==> config.mk <==
export PLATFORM = sky130hd
export DESIGN_NAME = mux13_scan_ctrl
export DESIGN_NICKNAME = d
export VERILOG_FILES = /design/src/rtl/mux_scan_pkg.sv /design/src/rtl/mux_next_sel.sv /design/src/rtl/mux13_scan_ctrl.sv
export SDC_FILE = /design/constraint.sdc
export NUM_CORES = 1
export LEC_CHECK = 0
export ABC_AREA = 1
export BUFFER_PORTS_ARGS = -buffer_cell sky130_fd_sc_hd__buf_4
export CAP_MARGIN = 20
export CORE_MARGIN = 1.5
export CORE_UTILIZATION = 46
export CTS_CLUSTER_DIAMETER = 50
export CTS_CLUSTER_SIZE = 40
export DETAILED_ROUTE_END_ITERATION = 16
export PLACE_DENSITY_LB_ADDON = 0.25
export SETUP_SLACK_MARGIN = 0.1
export SLEW_MARGIN = 20
export SYNTH_ARGS = -nofsm -noshare
export SYNTH_HDL_FRONTEND = slang
export SYNTH_HIERARCHICAL = 1
export SYNTH_SLANG_ARGS = --single-unit
==> constraint.sdc <==
create_clock -name clk -period 4.1 [get_ports clk]
set_input_delay 0.82 -clock clk [delete_from_list [all_inputs] [get_ports clk]]
set_output_delay 0.82 -clock clk [all_outputs]
set_load 0.02 [all_outputs]
==> src/rtl/mux_scan_pkg.sv <==
// Shared constants and state encoding for the 13:1 mux scan sequencer.
package mux_scan_pkg;
  localparam int N_CH    = 13;
  localparam int SEL_W   = 4;
  localparam int DWELL_W = 4;

  typedef enum logic [1:0] {
    ST_IDLE = 2'd0,
    ST_SCAN = 2'd1,
    ST_DONE = 2'd2
  } state_t;
endpackage

==> src/rtl/mux_next_sel.sv <==
// Priority finder: lowest enabled channel overall (first=1) or lowest enabled above cur.
module mux_next_sel #(
  parameter int N_CH  = mux_scan_pkg::N_CH,
  parameter int SEL_W = mux_scan_pkg::SEL_W
) (
  input  logic [N_CH-1:0]  mask,
  input  logic [SEL_W-1:0] cur,
  input  logic             first,
  output logic [SEL_W-1:0] nxt,
  output logic             found
);
  logic [N_CH-1:0] cand;

  generate
    for (genvar gi = 0; gi < N_CH; gi++) begin : g_cand
      assign cand[gi] = mask[gi] & (first | (SEL_W'(gi) > cur));
    end
  endgenerate

  // Walk downward so the lowest candidate is the last one written.
  always_comb begin
    nxt   = '0;
    found = 1'b0;
    for (int i = N_CH - 1; i >= 0; i--) begin
      if (cand[i]) begin
        nxt   = SEL_W'(i);
        found = 1'b1;
      end
    end
  end
endmodule

==> src/rtl/mux13_scan_ctrl.sv <==
// Start/busy/done scan sequencer driving the 13:1 mux select and snapshotting its output.
module mux13_scan_ctrl #(
  parameter int N_CH    = mux_scan_pkg::N_CH,
  parameter int SEL_W   = mux_scan_pkg::SEL_W,
  parameter int DWELL_W = mux_scan_pkg::DWELL_W
) (
  input  logic               clk,
  input  logic               rst_n,
  input  logic               start,
  input  logic               abort,
  input  logic               cont,
  input  logic [DWELL_W-1:0] dwell,
  input  logic [N_CH-1:0]    en_mask,
  input  logic               mux_out,
  output logic [SEL_W-1:0]   sel,
  output logic               busy,
  output logic               done,
  output logic [N_CH-1:0]    sample
);
  import mux_scan_pkg::*;

  state_t             state_reg,  state_next;
  logic [SEL_W-1:0]   sel_reg,    sel_next;
  logic [DWELL_W-1:0] cnt_reg,    cnt_next;
  logic [DWELL_W-1:0] dwell_reg,  dwell_next;
  logic [N_CH-1:0]    mask_reg,   mask_next;
  logic [N_CH-1:0]    work_reg,   work_next;
  logic [N_CH-1:0]    sample_reg, sample_next;

  logic [SEL_W-1:0]   first_sel, step_sel;
  logic               first_found, step_found;

  // First lookup reads the live mask because it is being latched on the same edge.
  mux_next_sel #(.N_CH(N_CH), .SEL_W(SEL_W)) u_first (
    .mask (en_mask),
    .cur  ('0),
    .first(1'b1),
    .nxt  (first_sel),
    .found(first_found)
  );

  mux_next_sel #(.N_CH(N_CH), .SEL_W(SEL_W)) u_step (
    .mask (mask_reg),
    .cur  (sel_reg),
    .first(1'b0),
    .nxt  (step_sel),
    .found(step_found)
  );

  always_ff @(posedge clk) begin
    if (!rst_n) begin
      state_reg  <= ST_IDLE;
      sel_reg    <= '0;
      cnt_reg    <= '0;
      dwell_reg  <= '0;
      mask_reg   <= '0;
      work_reg   <= '0;
      sample_reg <= '0;
    end else begin
      state_reg  <= state_next;
      sel_reg    <= sel_next;
      cnt_reg    <= cnt_next;
      dwell_reg  <= dwell_next;
      mask_reg   <= mask_next;
      work_reg   <= work_next;
      sample_reg <= sample_next;
    end
  end

  always_comb begin
    state_next  = state_reg;
    sel_next    = sel_reg;
    cnt_next    = cnt_reg;
    dwell_next  = dwell_reg;
    mask_next   = mask_reg;
    work_next   = work_reg;
    sample_next = sample_reg;

    // Shared by a fresh start and a continuous restart.
    if ((state_reg == ST_IDLE && start && !abort) ||
        (state_reg == ST_DONE && cont && !abort)) begin
      dwell_next = dwell;
      mask_next  = en_mask;
      cnt_next   = dwell;
      work_next  = '0;
      if (first_found) begin
        state_next = ST_SCAN;
        sel_next   = first_sel;
      end else begin
        state_next  = ST_DONE;
        sel_next    = '0;
        sample_next = '0;
      end
    end else begin
      case (state_reg)
        ST_SCAN: begin
          if (abort) begin
            state_next = ST_IDLE;
            sel_next   = '0;
          end else if (cnt_reg != '0) begin
            cnt_next = cnt_reg - DWELL_W'(1);
          end else begin
            work_next[sel_reg] = mux_out;
            if (step_found) begin
              sel_next = step_sel;
              cnt_next = dwell_reg;
            end else begin
              state_next  = ST_DONE;
              sample_next = work_next;
            end
          end
        end
        default: begin
          state_next = ST_IDLE;
          sel_next   = '0;
        end
      endcase
    end
  end

  assign sel    = sel_reg;
  assign busy   = (state_reg == ST_SCAN);
  assign done   = (state_reg == ST_DONE) && !abort;
  assign sample = sample_reg;
endmodule

After elaboration in Yosys (flattened, before gate mapping)
Cells that the tools add are included.
Operators by class
  add/sub/neg operators: 1
  multipliers: 0
  divide/modulo/power cells: 0
  $lt $le $gt $ge: 15
  equal/unequal tests: 9
  shift operators: 0
  muxes and demuxes: 78
  bitwise logic cells: 16
  reductions and logical operators: 18
Operators with widths (number)
  $mux 4: 37
  $mux 13: 6
  $mux 1: 27
  $gt 4x4->1 const A: 5
  $gt 3x4->1 const A: 4
  $and 1x1->1: 13
  $bwmux 13: 1
  $mux 2: 6
  $gt 1x4->1 const A: 2
  $gt 2x4->1 const A: 2
  $logic_and 1x1->1: 6
  $reduce_and 3->1: 2
  $lt 4x5->1 const B: 1
  $reduce_and 5->1: 1
  $demux 1 s4: 1
  $ge 4x1->1 const B: 1
  $ne 2x1->1 const B: 2
  $ne 2x2->1 const B: 2
  $ne 4x2->1 const B: 1
  $ne 4x3->1 const B: 1
  $ne 4x4->1 const B: 1
  $reduce_and 2->1: 2
  $reduce_bool 4->1: 1
  $sub 4x1->4 const B: 1
  other kinds (9): 11
Storage, ports and cells
  register bits after elaboration: 53
  bits in latches: 0
  bits in writable memories: 0
  memory bits (read-only): 0
  bits of input ports: 23
  word-level logic and storage cells: 144
  memories kept: 0

Logic depth before layout (Yosys ltp)
  depth after elaboration: 20
  mapped depth: 18
  mapped depth without buffers: 17

Cells and area by module
The synthesis kept the hierarchy.
Modules (own cells, without submodules)
  mux13_scan_ctrl: times used 1, cells an instance 385, area each 2625.0 µm², sequential area each 1061.0 µm²
  mux_next_sel: times used 2, cells an instance 70, area each 326.6 µm², sequential area each 0.0 µm²

Worst setup path after synthesis
Ideal clock, no wire load.
  kind: register -> register
  start point: reg sel_reg[3], in the netlist sel[3]
  end point: reg sample_reg[10], in the netlist sample[10]
  arrival: 2.169 ns
  data required time: 3.972 ns
  setup slack: 1.803 ns
  stages on the path, launching flop included: 19
  period minus slack after synthesis: 2.297 ns
  path through: dfxtp_1 > inv_2 > nor2_2 > nand2_2 > nand2_2 > a21boi_2 > and3_1 > inv_2 > nor2_2 > nand3_1 > inv_1 > nand3_1 > inv_1 > nand3_1 > nand2_4 > buf_6 > nand3_2 > nand2_1 > nor2_1
Between the ends
  cells in the longest elaborated chain, start to end: 17
  elaborated cells between the ends (all ways): 52
Ends and longest elaborated chain
  start, declared: line mux13_scan_ctrl.sv:23  | logic [SEL_W-1:0] sel_reg, sel_next;
  start signal, assigned: line mux13_scan_ctrl.sv:61  | sel_reg <= sel_next;
  $gt 4x4->1: line mux_next_sel.sv:16  | assign cand[gi] = mask[gi] & (first | (SEL_W'(gi) > cur));
  $and 1x1->1: line mux_next_sel.sv:16
  $mux 1 (12 in series): line mux_next_sel.sv:25  | if (cand[i]) begin
  $mux 1 (*): line mux_next_sel.sv:25
  net step_found: line mux13_scan_ctrl.sv:31  | logic first_found, step_found;
  $ne 2x1->1 (no line) (*)
  $reduce_and 5->1 (no line) (*)
  end signal, assigned: line mux13_scan_ctrl.sv:66  | sample_reg <= sample_next;
  end, declared: line mux13_scan_ctrl.sv:28  | logic [N_CH-1:0] sample_reg, sample_next;
Mark *: on every way through the listed nets, which the timed path passes. The rest lies on a longest branch. The select of a mux whose other input is x is not followed.
A chain may end at the register's enable or synchronous reset.

Worst setup path after layout
  start point: reg sel_reg[3], in the netlist sel[3]
  end point: reg sample_reg[1], in the netlist sample[1]
The elaborated chain is that of the path after synthesis.

==> results.toml <==
[outcome]
status = "finished, final reports clean"

[placed_design]
dp.final_hpwl_um = 5540
dp_slack_ns = 1.54
place_congestion = 0.887
dp.cells = 674
place_area_mm2 = 0.00372
io_buffers = 41

[critical_path]
cp-endpoint = "sample[1]"
required_ns = 4.30
worst-path-stages = 17
slowest_stage = "dfxtp_1"
crit_fanout = 14
worstSetupEndpointType = "flip-flop"
crit_path_start_kind = "flip-flop"
worst-path-buf-inv = 4
rr_startpoint = "sel[3]"
path_class = "flip-flop to flip-flop"
crit_family = "simple AND/OR/NAND/NOR gates"
max_stage_delay_ns = 0.60
critical_path.most_common_cell = "nand3_1"
startpoint = "sel[3]"
crit_chain = "inv_2, nor2_2, nand2_2, nand2_2, a21boi_2, and3_1, inv_2, nor2_2, nand3_1, inv_1, nand3_1, inv_1, nand3_1, nand2_4, nand3_1, nand2_1, nor2_1"
reg2regPathDepth = 17
worstPathArrival_ns = 2.77
r2r_slack_ns = 1.53
worstReg2RegEnd = "sample[1]"

[cts]
hold_buffers = 0
cts_buffers = 5
post_cts_buffers = 0
clk_pin_slew_ns = 0.12
numClockSinks = 53
post_cts_resized = 0
root_buffer = "clkbuf_8"
cts_tree = "yes"
clk_latency_ns = 0.31
clockBufferDepth = 2
htree_levels = 2

[sta]
tightest_slew_ns = 0.771
maxSlewViolCount = 0
min_period_ns = 2.57
fin_worst_hold_slack_ns = 0.471
fmax_ghz = 0.389
fin_skew_ns = 0.0148
finalHoldViolCount = 0
fin_tns_setup_ns = 0
rsz0062_at_grt = "no"
setup_slack_ns = 1.53
finalCritPeriodShare = 0.626
finalSetupViolations = 0
slew_headroom = 0.485

[grt]
grt_pass1_wl_um = 13300
grt_pass1_vias = 2938
overflow = 0
track_usage = 0.212
antenna_found_initial = 0
grt_max_degree = 36

[routing]
wirelength_um = 7420
ant_nets = 0
wl_per_cell_um = 10.9
highest_layer = "met4"
dr.pass1.iters = 5
wl_met1_um = 3860
drtIter0Drc = 237
dr_total_vias = 3258
avgViaCountPerCell = 4.78
dr_wl_met2_um = 3250
drc = 0
wl_met3_um = 280

[floorplanning]
die_w_um = 87.4
dieArea_mm2 = 0.00764
core-area_mm2 = 0.00683
placementRows = 30
io_pins = 42
floorplan.initialDensity = 0.480
die_h_um = 87.4

[yosys]
ys.flop_type = "dfxtp_1"
seq_area_frac_synth = 0.324
synth_edf_count = 0
synth_area_mm2 = 0.00328
avgSynthCellArea_um2 = 6.24
synthArstFlopShare = 0
synthesis.instances = 525
synth_cell_types = 34
yosysWarningCount = 6
ys_ff_latch = 53

[power_and_ir_drop]
power_mw = 1.23
power.leakage_nw = 1.84
pwr-share-seq = 0.468
power_density_mw_per_mm2 = 322
clockPowerShare = 0.263
peakVddDrop_v = 0.000187
p_sw_uw = 432
intPower_uw = 795
swShare = 0.352
power_frac_comb = 0.269

[final_layout]
final_cell_area_mm2 = 0.00381
mostFrequentLayoutCell = "nand2_1"
area_growth_pct = 16.4
fillerInstances = 706
layout.cells.non_filler = 682
diodes = 0
drive_gt1_frac = 0.164
final_core_util = 0.558
final_cell_mix = "nand2_1, nor2_1, dfxtp_1"
final_nets = 609

[run]
max-cap-violations = 0

[worst_hold_path]
hold_path_class = "flip-flop to flip-flop"
holdPathStages = 2
## power by group through the flow
stage | Clock [mW] | Sequential [mW] | Combinational (mW)
floorplan | 0 | 0.593 | 0.238
global placement | 0 | 0.585 | 0.321
detailed placement | 0 | 0.585 | 0.327
CTS | 0.331 | 0.574 | 0.328
global route | 0.351 | 0.578 | 0.383
finish | 0.323 | 0.574 | 0.329
## routing by layer
metal | vias up | track usage
met1 | 1434 | 0.312
met4 | 0 | 0.0216
met5 | - | 0
li1 | 1763 | -
met2 | 59 | 0.338
met3 | 2 | 0.0332
## synthesized netlist by cell type (2+ instances only)
master	count	area share
a21boi_1	2	0.0046
a21boi_2	2	0.0069
a21oi_1	10	0.015
a21oi_2	2	0.0053
a31oi_1	13	0.025
and3_1	2	0.0038
buf_1	2	0.0023
buf_2	6	0.0092
buf_6	3	0.010
clkbuf_1	3	0.0034
clkinv_1	4	0.0046
conb_1	2	0.0023
dfxtp_1	53	0.32
inv_1	45	0.052
inv_2	6	0.0069
nand2_1	157	0.18
nand2_2	6	0.011
nand2_4	2	0.0069
nand3_1	34	0.052
nand3_2	12	0.037
nand4_1	2	0.0038
nor2_1	84	0.096
nor2_2	7	0.013
nor2_4	6	0.021
o21ai_0	36	0.055
o21ai_1	12	0.018
o21ai_2	3	0.0080
o221ai_1	2	0.0053
or2_1	2	0.0038
## cell families after synthesis
group                    Yosys count  synth area share
AO/OA/AOI/OAI                     82             0.144
XOR/XNOR                           1           0.00267
adder cells (fa/ha/maj)            1           0.00382
buffers and inverters             70            0.0905
flip-flops                        53             0.324
other                              2           0.00229
AND/OR/NAND/NOR                  316             0.434
## worst min-delay path, cell delays in order, from the launching register on
cell and delay (ns):
dfxtp_1 0.32, nand2_1 0.06, a21oi_1 0.05
## final cells by class
| class | count | area (um2) | share of cell area |
|---|---|---|---|
| tap | 96 | 120 | 0.0315 |
| clock inverter | 3 | 28.8 | 0.00754 |
| sequential | 53 | 1060 | 0.278 |
| inverter | 55 | 206 | 0.0541 |
| multi-input combinational | 429 | 2020 | 0.530 |
| timing repair buffer | 41 | 308 | 0.0807 |
| clock buffer | 5 | 68.8 | 0.0180 |
## worst min path at each step
stage                 startpoint      endpoint  slack, ns
floorplan           dwell_reg[0]  dwell_reg[0]       0.44
global placement    dwell_reg[0]  dwell_reg[0]       0.45
detailed placement  dwell_reg[3]  dwell_reg[3]       0.46
CTS                 dwell_reg[3]  dwell_reg[3]       0.48
global route        dwell_reg[1]  dwell_reg[1]       0.50
finish              dwell_reg[1]  dwell_reg[1]       0.47
(Power assumes the default switching activity.)
